`config.mk`:
```
export PLATFORM = sky130hd
export DESIGN_NAME = dfr_readout_mac
export DESIGN_NICKNAME = d
export VERILOG_FILES = /design/src/rtl/dfr_pkg.sv /design/src/rtl/dfr_mac_pipe.sv /design/src/rtl/dfr_readout_mac.sv
export SDC_FILE = /design/constraint.sdc
export NUM_CORES = 2
export LEC_CHECK = 0
export CORE_ASPECT_RATIO = 1.4
export CORE_MARGIN = 4
export CORE_UTILIZATION = 70
export CTS_CLUSTER_SIZE = 28
export DETAILED_ROUTE_END_ITERATION = 8
export GPL_TIMING_DRIVEN = 0
export HOLD_SLACK_MARGIN = 0.1
export PLACE_DENSITY = 0.95
export SETUP_SLACK_MARGIN = 0.2
export SLEW_MARGIN = 0
export SYNTH_ARGS = -nofsm -noshare
export SYNTH_HDL_FRONTEND = slang
export SYNTH_SLANG_ARGS = --single-unit
```
`constraint.sdc`:
```
create_clock -name clk -period 16.9 [get_ports clk]
set_input_delay 3.38 -clock clk [delete_from_list [all_inputs] [get_ports clk]]
set_output_delay 3.38 -clock clk [all_outputs]
set_load 0.03 [all_outputs]
```
`src/rtl/dfr_pkg.sv`:
```
// -----------------------------------------------------------------------------
// dfr_pkg
// Shared definitions for the DFR core.
//   - dfr_state_t / ST_*  : readout FSM state encoding (3-bit legacy constants)
//   - ACC_GUARD_W         : extra accumulator bits above the full product width
//   - SAT_MAX_W           : widest value sat_trunc accepts
//   - sat_trunc()         : signed saturating truncation, also used by the
//                           reservoir node output path
// -----------------------------------------------------------------------------
package dfr_pkg;

  typedef logic [2:0] dfr_state_t;

  localparam dfr_state_t ST_IDLE  = 3'd0;
  localparam dfr_state_t ST_ISSUE = 3'd1;
  localparam dfr_state_t ST_DRAIN = 3'd2;
  localparam dfr_state_t ST_WRITE = 3'd3;
  localparam dfr_state_t ST_DONE  = 3'd4;

  localparam int ACC_GUARD_W = 8;

  // Callers sign-extend into this width and cast the result down to out_w.
  // Supports out_w up to SAT_MAX_W and accumulators up to SAT_MAX_W bits.
  localparam int SAT_MAX_W = 128;

  // Clamp a signed value to the range of a signed out_w-bit number. The
  // result is still SAT_MAX_W wide; only its low out_w bits are meaningful.
  function automatic logic signed [SAT_MAX_W-1:0] sat_trunc(
    input logic signed [SAT_MAX_W-1:0] val,
    input int unsigned                 out_w
  );
    logic signed [SAT_MAX_W-1:0] one;
    logic signed [SAT_MAX_W-1:0] max_v;
    logic signed [SAT_MAX_W-1:0] min_v;
    one   = SAT_MAX_W'(1);
    max_v = (one << (out_w - 1)) - one;
    // Two's complement: the most negative value is the bitwise inverse of
    // the most positive one.
    min_v = ~max_v;
    if (val > max_v) begin
      return max_v;
    end else if (val < min_v) begin
      return min_v;
    end else begin
      return val;
    end
  endfunction

endpackage

```
`src/rtl/dfr_mac_pipe.sv`:
```
// -----------------------------------------------------------------------------
// dfr_mac_pipe
// Two registered stages of signed multiply/accumulate.
//   Stage 2: prod  <= a * b                      (2*W bits, signed)
//   Stage 3: acc   <= first ? prod : acc + prod  (ACC_W bits, sign-extended)
// Ports:
//   clk, rst     : clock, asynchronous active-high reset
//   a, b         : signed operands, qualified by valid
//   valid        : operand beat present this cycle
//   first        : this beat starts a new dot product (clears the sum)
//   acc          : running accumulator
//   acc_valid    : acc was updated by a beat on the previous edge
// Handshake: valid is a pure qualifier with no ready; every valid beat is
// consumed in the cycle it is presented, and the pipe never stalls.
// -----------------------------------------------------------------------------
module dfr_mac_pipe #(
  parameter int W     = 32,
  parameter int ACC_W = 2 * W + 8
) (
  input  logic                    clk,
  input  logic                    rst,
  input  logic signed [W-1:0]     a,
  input  logic signed [W-1:0]     b,
  input  logic                    valid,
  input  logic                    first,
  output logic signed [ACC_W-1:0] acc,
  output logic                    acc_valid
);

  logic signed [2*W-1:0] prod;
  logic                  prod_valid;
  logic                  prod_first;

  always_ff @(posedge clk or posedge rst) begin
    if (rst) begin
      prod       <= '0;
      prod_valid <= 1'b0;
      prod_first <= 1'b0;
    end else begin
      prod_valid <= valid;
      prod_first <= first;
      if (valid) begin
        prod <= a * b;
      end
    end
  end

  always_ff @(posedge clk or posedge rst) begin
    if (rst) begin
      acc       <= '0;
      acc_valid <= 1'b0;
    end else begin
      acc_valid <= prod_valid;
      if (prod_valid) begin
        // Loading instead of adding on the first beat clears the previous
        // sample's sum without an extra cycle.
        if (prod_first) begin
          acc <= ACC_W'(prod);
        end else begin
          acc <= acc + ACC_W'(prod);
        end
      end
    end
  end

endmodule

```
`src/rtl/dfr_readout_mac.sv`:
```
// -----------------------------------------------------------------------------
// dfr_readout_mac
// Readout stage of the DFR core. On start, walks num_samples consecutive
// reservoir samples of NUM_VIRTUAL_NODES states each, forms the dot product
// of every sample with the trained weight vector and writes the saturated
// result to the output memory at address = sample index.
// Ports:
//   clk, rst              : clock, asynchronous active-high reset
//   start                 : launch pulse (ignored unless idle)
//   num_samples           : samples to process, captured on start
//   sample_base           : reservoir address of the first node, captured on start
//   res_addr / res_rdata  : reservoir read port, 1-cycle latency
//   wgt_addr / wgt_rdata  : weight read port, 1-cycle latency
//   out_addr / out_wdata / out_wen : output memory write port
//   busy                  : a run is in progress
//   done                  : one-cycle completion pulse
//   state_dbg             : current FSM state (dfr_pkg ST_* encoding)
// Per sample: NUM_VIRTUAL_NODES ISSUE cycles, 2 DRAIN cycles, 1 WRITE cycle.
// -----------------------------------------------------------------------------
module dfr_readout_mac
  import dfr_pkg::*;
#(
  parameter int NUM_VIRTUAL_NODES            = 100,
  parameter int RESERVOIR_DATA_WIDTH         = 32,
  parameter int RESERVOIR_HISTORY_ADDR_WIDTH = 17,
  parameter int OUTPUT_ADDR_WIDTH            = 17,
  parameter int ACC_SHIFT                    = 0
) (
  input  logic                                    clk,
  input  logic                                    rst,
  input  logic                                    start,
  input  logic [31:0]                             num_samples,
  input  logic [RESERVOIR_HISTORY_ADDR_WIDTH-1:0] sample_base,
  output logic [RESERVOIR_HISTORY_ADDR_WIDTH-1:0] res_addr,
  input  logic [RESERVOIR_DATA_WIDTH-1:0]         res_rdata,
  output logic [$clog2(NUM_VIRTUAL_NODES)-1:0]    wgt_addr,
  input  logic [RESERVOIR_DATA_WIDTH-1:0]         wgt_rdata,
  output logic [OUTPUT_ADDR_WIDTH-1:0]            out_addr,
  output logic [RESERVOIR_DATA_WIDTH-1:0]         out_wdata,
  output logic                                    out_wen,
  output logic                                    busy,
  output logic                                    done,
  output logic [2:0]                              state_dbg
);

  localparam int W     = RESERVOIR_DATA_WIDTH;
  localparam int RAW   = RESERVOIR_HISTORY_ADDR_WIDTH;
  localparam int NAW   = $clog2(NUM_VIRTUAL_NODES);
  localparam int ACC_W = 2 * W + ACC_GUARD_W;

  dfr_state_t            state;
  logic [NAW-1:0]        node_cnt;
  logic                  drain_cnt;
  logic [RAW-1:0]        res_ptr;
  logic [31:0]           sample_cnt;
  logic [31:0]           num_q;
  logic [OUTPUT_ADDR_WIDTH-1:0] out_idx;

  // Read data returns one cycle after the address, so the beat qualifiers
  // are the ISSUE-state flags delayed by one cycle.
  logic                  beat_valid;
  logic                  beat_first;

  logic signed [ACC_W-1:0] acc;
  logic signed [ACC_W-1:0] acc_shifted;
  logic                    acc_valid;

  // ---------------------------------------------------------------------------
  // FSM and address counters
  // ---------------------------------------------------------------------------
  always_ff @(posedge clk or posedge rst) begin
    if (rst) begin
      state      <= ST_IDLE;
      node_cnt   <= '0;
      drain_cnt  <= 1'b0;
      res_ptr    <= '0;
      sample_cnt <= '0;
      num_q      <= '0;
      out_idx    <= '0;
    end else begin
      case (state)
        ST_IDLE: begin
          if (start) begin
            num_q      <= num_samples;
            res_ptr    <= sample_base;
            sample_cnt <= '0;
            out_idx    <= '0;
            node_cnt   <= '0;
            state      <= (num_samples == 32'd0) ? ST_DONE : ST_ISSUE;
          end
        end
        ST_ISSUE: begin
          // The pointer runs on across samples and wraps naturally, so
          // sample s node n lands on base + s*N + n without a multiplier.
          res_ptr <= res_ptr + RAW'(1);
          if (node_cnt == NAW'(NUM_VIRTUAL_NODES - 1)) begin
            node_cnt  <= '0;
            drain_cnt <= 1'b0;
            state     <= ST_DRAIN;
          end else begin
            node_cnt <= node_cnt + NAW'(1);
          end
        end
        ST_DRAIN: begin
          if (drain_cnt) begin
            state <= ST_WRITE;
          end else begin
            drain_cnt <= 1'b1;
          end
        end
        ST_WRITE: begin
          out_idx    <= out_idx + OUTPUT_ADDR_WIDTH'(1);
          sample_cnt <= sample_cnt + 32'd1;
          if ((sample_cnt + 32'd1) == num_q) begin
            state <= ST_DONE;
          end else begin
            state <= ST_ISSUE;
          end
        end
        ST_DONE: begin
          state <= ST_IDLE;
        end
        default: begin
          state <= ST_IDLE;
        end
      endcase
    end
  end

  always_ff @(posedge clk or posedge rst) begin
    if (rst) begin
      beat_valid <= 1'b0;
      beat_first <= 1'b0;
    end else begin
      beat_valid <= (state == ST_ISSUE);
      beat_first <= (state == ST_ISSUE) && (node_cnt == '0);
    end
  end

  // ---------------------------------------------------------------------------
  // Multiply/accumulate pipeline
  // ---------------------------------------------------------------------------
  dfr_mac_pipe #(
    .W     (W),
    .ACC_W (ACC_W)
  ) u_mac_pipe (
    .clk       (clk),
    .rst       (rst),
    .a         (res_rdata),
    .b         (wgt_rdata),
    .valid     (beat_valid),
    .first     (beat_first),
    .acc       (acc),
    .acc_valid (acc_valid)
  );

  // ---------------------------------------------------------------------------
  // Outputs
  // ---------------------------------------------------------------------------
  assign acc_shifted = acc >>> ACC_SHIFT;

  // The accumulator resets to zero, so out_wdata is zero out of reset and
  // immediately on a mid-run reset.
  assign out_wdata = W'(sat_trunc(SAT_MAX_W'(acc_shifted), W));

  // The last node's product reaches the accumulator on the edge entering
  // WRITE, so acc_valid is always high here; it guards against writing a
  // sum that never received a beat.
  assign out_wen   = (state == ST_WRITE) && acc_valid;
  assign out_addr  = out_idx;
  assign res_addr  = res_ptr;
  assign wgt_addr  = node_cnt;
  assign busy      = (state == ST_ISSUE) || (state == ST_DRAIN) || (state == ST_WRITE);
  assign done      = (state == ST_DONE);
  assign state_dbg = state;

endmodule

```
== Word-level counts from Yosys, hierarchy flattened ==
Index checks and enable logic that the tools add are counted.

* Output and inout port bits: 79
* Input bits: 116
* Word-level logic and storage cells: 66
* Bits in registers: 250

* Equality and inequality tests: 9
* Magnitude comparators: 2
* Reductions and logical operators: 15
* Add/subtract/negate cells: 5
* Multiplexer cells: 20
* Multiply operators: 1

{| class="wikitable"
|+ Operators by type and width
! operator !! count
|-
| 32-bit two-way mux || 3
|-
| 72-bit by 64-bit adder with 72-bit output || 1
|-
| 72-bit by 32-bit > comparator with 1-bit output, second input constant || 1
|-
| 72-bit by 32-bit < comparator with 1-bit output, second input constant || 1
|-
| 72-bit two-way mux || 1
|-
| 17-bit case mux with 2 select lines || 2
|-
| 32-bit by 32-bit multiplier with 64-bit output || 1
|-
| 32-bit case mux with 2 select lines || 1
|-
| 17-bit by 1-bit adder with 17-bit output, second input constant || 2
|-
| 17-bit two-way mux || 2
|-
| 32-bit by 1-bit adder with 32-bit output, second input constant || 1
|-
| 32-bit == test || 1
|-
| 32-bit logical NOT || 1
|-
| 3-bit two-way mux || 5
|-
| 7-bit two-way mux || 2
|-
| 7-bit case mux with 2 select lines || 1
|-
| 3-bit case mux with 4 select lines || 1
|-
| 2-bit AND reduction || 4
|-
| 7-bit by 1-bit adder with 7-bit output, second input constant || 1
|-
| 7-bit == test, second input constant || 1
|-
| 7-bit logical NOT || 1
|-
| 3-bit by 2-bit == test with 1-bit output, second input constant || 2
|-
| 2-bit != test, second input constant || 3
|-
| 2-bit nonzero test || 3
|-
| other kinds (8) || 10
|}

== Depth between registers and ports, before layout ==
* Depth in word-level cells: 4
* Gate-level depth with buffers: 30
* Gate-level depth less buffers: 29

== Modules after synthesis ==
From an unflattened synthesis, not the netlist that was laid out.

* Cell total of the unflattened synthesis: 5921
* Area, all modules: 52910.7 um^2

{| class="wikitable"
|+ Modules (own cells, without submodules)
! module !! times used !! area an instance (um^2) !! sequential area each (um^2) !! cells each
|-
| dfr_mac_pipe || 1 || 45966.6 || 3478.3 || 5046
|-
| dfr_readout_mac || 1 || 6944.2 || 2777.7 || 875
|}

== Least setup slack after synthesis ==
Ideal clock, no wire load.

* Path type: input-to-reg
* Start point: in res_rdata[31]
* End point: reg u_mac_pipe.prod[63]
* Data arrival time: 10.968 ns
* Cell stages on the path: 28
* Setup slack: 5.807 ns
* Path buffers: 2
* Setup time: 0.125 ns
* Path through: clkbuf_1 -> nand2_1 -> inv_1 -> fa_1 -> inv_1 -> fa_1 -> fa_1 -> inv_1 -> fa_1 -> inv_1 -> fa_1 -> inv_1 -> fa_1 -> inv_1 -> fa_1 -> inv_1 -> fa_1 -> ha_1 -> clkbuf_1 -> and4_1 -> and3_1 -> a221oi_1 -> nand2_1 -> o211ai_1 -> nand3_1 -> a31oi_1 -> xnor2_1 -> mux2_2

* Cells in the longest elaborated chain, start to end: 1

{| class="wikitable"
|+ RTL lines
! what !! line !! text
|-
| from (decl) || dfr_readout_mac.sv:35 || <nowiki>input logic [RESERVOIR_DATA_WIDTH-1:0] res_rdata,</nowiki>
|-
| 32-bit by 32-bit multiplier with 64-bit output || dfr_mac_pipe.sv:43 || <nowiki>prod <= a * b;</nowiki>
|-
| to (signal assigned) || dfr_mac_pipe.sv:43 ||
|-
| to (decl) || dfr_mac_pipe.sv:30 || <nowiki>logic signed [2*W-1:0] prod;</nowiki>
|}

Every way passes these cells.
A chain may end at the register's enable or synchronous reset.

== Worst setup path in the final report ==
* Start point: in wgt_rdata[5]
* End point: reg u_mac_pipe.prod[63]

* Cells in the longest elaborated chain, start to end: 1

{| class="wikitable"
|+ RTL lines
! what !! line !! text
|-
| from (decl) || dfr_readout_mac.sv:37 || <nowiki>input logic [RESERVOIR_DATA_WIDTH-1:0] wgt_rdata,</nowiki>
|-
| 32-bit by 32-bit multiplier with 64-bit output || dfr_mac_pipe.sv:43 ||
|}

Every way passes these cells.

==> out/metrics.csv <==
stage;metric;value;unit
status;status;finished, violations left;
status;violations;DRC, capacitance limit;
routing;drtIter0Drc;6032;
worst_setup_path;crit_top_cell;fa_1;
timing;rsz0062_at_grt;false;
synth;synth.largest_area_cell;fa_1;
clock_network;cts_buffers;26;
clock_network;cts_tree;built;
place;io_buffers;194;
synth;synth_top_area_share;41.2;%
floorplanning;pin_count;195;
cells_and_area;drive_gt1_share;2.34;%
min_path;hold_path.class;register to register;
min_path;hold_depth;0;
clock_network;cts-resized-gates;0;
worst_setup_path;reg2regPathDepth;14;
worst_setup_path;cp_top_family;adder cells;
clock_network;cts_root_buf;clkbuf_16;
routing;wirelength;210000;µm
grt;antenna_found_initial;47;
grt;grt_pass1_vias;51527;
clock_network;cts_buffer_depth;3;
worst_setup_path;worstReg2RegStart;u_mac_pipe.acc[0];
timing;setup_viol;0;
place;place_hpwl;163000;µm
timing;fin_crit;13.92;ns
routing;first_pass_iters;9;
routing;avgViaCountPerCell;6.76;
worst_setup_path;max_stage_delay;1.00;ns
synth;ys_warn_count;0;
worst_setup_path;critical_path_class;primary input to register;
synth;synth_edf_count;0;
routing;drtAntennaViolNets;0;
cells_and_area;syn2layout_area_growth;8.17;%
timing;hold_viol;0;
floorplanning;design.core.area;74300;µm²
synth;ys_ff_latch;250;
timing;slew_viol_final;0;
cells_and_area;nFillCells;4976;
worst_setup_path;cp-start-kind;primary input;
clock_network;clk_latency;0.60;ns
synth;async_reset_ff_share;100;%
routing;drt-wirelength-per-cell;29.5;µm
synth;syn-instance-count;5875;
synth;syn-cell-area;52700;µm²
timing;tns;0;ns
worst_setup_path;cp.required;17.38;ns
timing;timing.fmax;71.8;MHz
synth;syn_avg_cell_area;8.96;µm²
synth;synth_ff_type;dfrtp_1;
routing;via_count;48177;
worst_setup_path;critPathArrivalTime;14.40;ns
floorplanning;rows;118;
grt;overflow;0;
min_path;holdCritStartpoint;beat_first;
synth;seq_area_frac_synth;11.9;%
grt;grt_pass1_wl;316000;µm
clock_network;h-tree-depth;1;
synth;synth_nets;7334;
routing;drc;3;
grt;grt.total_usage;54.1;%
timing;fin_crit_sh;82.4;%
floorplanning;die_area;79800;µm²
job;maxCapViolations;1;
cells_and_area;final_nets;7558;
floorplanning;start_util;70.9;%
worst_setup_path;critPathBufInv;9;
worst_setup_path;worstReg2RegEnd;u_mac_pipe.acc[64];
worst_setup_path;crit_fanout;10;
timing;skew;0.0488;ns
worst_setup_path;cp-end-kind;register;
worst_setup_path;r2r_setup_slack;12.84;ns
worst_setup_path;slowest_stage;fa_1;
synth;yosysUniqueCellTypes;83;
timing;slew_headroom;0.812;%
grt;grt_max_degree;102;
synth;synthTopCellsByArea;fa_1 (41%), dfrtp_1 (12%), inv_1 (7.5%), and2_1 (6.2%), ha_1 (6.2%);
clock_network;post_cts_buffers;0;
clock_network;clk_pin_slew_worst_paths;0.07;ns
place;place.gp.congestion;1.10;
clock_network;cts_hold_buf;0;
min_path;min_to;u_mac_pipe.prod_first;
clock_network;clkSinkCount;250;
floorplanning;die_h;333;µm
floorplanning;die_w;240;µm
timing;worstMarginPinSlew;1.49;ns
-- worst max-delay path by stage --
| stage | startpoint | end | cells after the start |
|---|---|---|---|
| 3_5_place_dp | wgt_rdata[5] | u_mac_pipe.prod[63] | 29 |
| 3_3_place_gp | wgt_rdata[5] | u_mac_pipe.prod[63] | 29 |
| 4_1_cts | wgt_rdata[5] | u_mac_pipe.prod[63] | 29 |
| 5_1_grt | wgt_rdata[5] | u_mac_pipe.prod[63] | 29 |
| 2_1_floorplan | res_rdata[31] | u_mac_pipe.prod[63] | 28 |
| 6_report | wgt_rdata[5] | u_mac_pipe.prod[63] | 29 |
-- through the flow --
step / util [%] / worst slack (ns) / area (µm²) / hold WS, ns / cells
2_1_floorplan: - / 5.81 / 52700 / 0.331 / 5875
3_3_place_gp: 75.2 / 3.31 / 55800 / 0.337 / 7029
3_5_place_dp: 75.2 / 3.03 / 55900 / 0.352 / 7031
4_1_cts: 76.5 / 3.62 / 56800 / 0.368 / 7079
5_1_grt: 76.6 / 2.79 / 56900 / 0.374 / 7086
6_report: 76.7 / 2.98 / 57000 / 0.365 / 7127
-- state kept, by name, summed over array words and instances (netlist names) --
signal and count:
state_dbg 3, wgt_addr 7, num_q 32, beat_valid 1
u_mac_pipe.prod_valid 1, beat_first 1, u_mac_pipe.prod_first 1, drain_cnt 1
res_addr 17, u_mac_pipe.acc 72, u_mac_pipe.acc_valid 1, out_addr 17
sample_cnt 32, u_mac_pipe.prod 64
-- layout make-up --
type / instances / area (µm²) / share of cell area, %
timing repair buffer: 196 / 2000 / 3.51
clock inverter: 18 / 280 / 0.492
tap: 960 / 1200 / 2.11
inverter: 1056 / 3970 / 6.97
sequential: 250 / 6260 / 11.0
buffer: 320 / 1210 / 2.13
multi-input combinational: 4249 / 41200 / 72.4
antenna: 48 / 120 / 0.211
clock buffer: 30 / 696 / 1.22
-- layer usage --
metal	track usage, %	part of all wire [%]	routed length [µm]	vias to the layer above
met4	48.0	13	26700	12
met3	26.2	14	29800	1808
met1	57.5	30	62400	23304
li1	-	-	-	18646
met2	79.3	43	91400	4407
met5	2.18	0.075	157	-
-- cell usage in the layout, fill, tap and decap left out, drive strengths merged, types with 27 or more instances in the layout --
cell	n
fa	1083
inv	1056
nand2	792
and2	525
clkbuf	342
ha	260
dfrtp	250
a21oi	250
nor2	244
clkdlybuf4s50	194
o21ai	179
xnor2	126
a21o	72
nand3	71
nand4	66
xor2	64
mux2	54
diode	48
a31oi	45
o21bai	39
nor3	37
and3	36
nor4	27
-- cells in the mapped netlist, types with 6 or more instances --
library cell and instances:
clkbuf_1 311, a21oi_1 248, mux2i_1 15, xnor2_1 126, fa_1 1083, a211o_1 6
o21bai_1 39, nand4_1 66, mux2_2 53, o211ai_1 14, xor2_1 64, dfrtp_1 250
nor2_1 244, nor2b_1 24, o21ai_0 169, nor3_1 35, inv_1 1055, nand2b_1 22
ha_1 260, a31oi_1 45, and3_1 36, a211oi_1 20, nand3_1 71, a21o_1 72
o221ai_1 11, o21ai_1 10, o31ai_1 21, and4_1 14, or3_1 11, nand2_1 792
nor4_1 27, o21a_1 21, and2_1 525, o22ai_1 12
-- kinds of logic after synthesis --
family                   after synthesis  synth area share (%)
multiplexers                          69                  1.44
AND/OR/NAND/NOR                     1895                  17.5
buffers and inverters               1376                  9.82
flip-flops                           250                  11.9
XOR/XNOR                             190                  3.16
AO/OA/AOI/OAI                        752                  8.84
adder cells (fa/ha/maj)             1343                  47.3
Power is left out: the tool's default activity adds up to more than one toggle a clock period on the data nets, which glitch-free logic cannot reach.
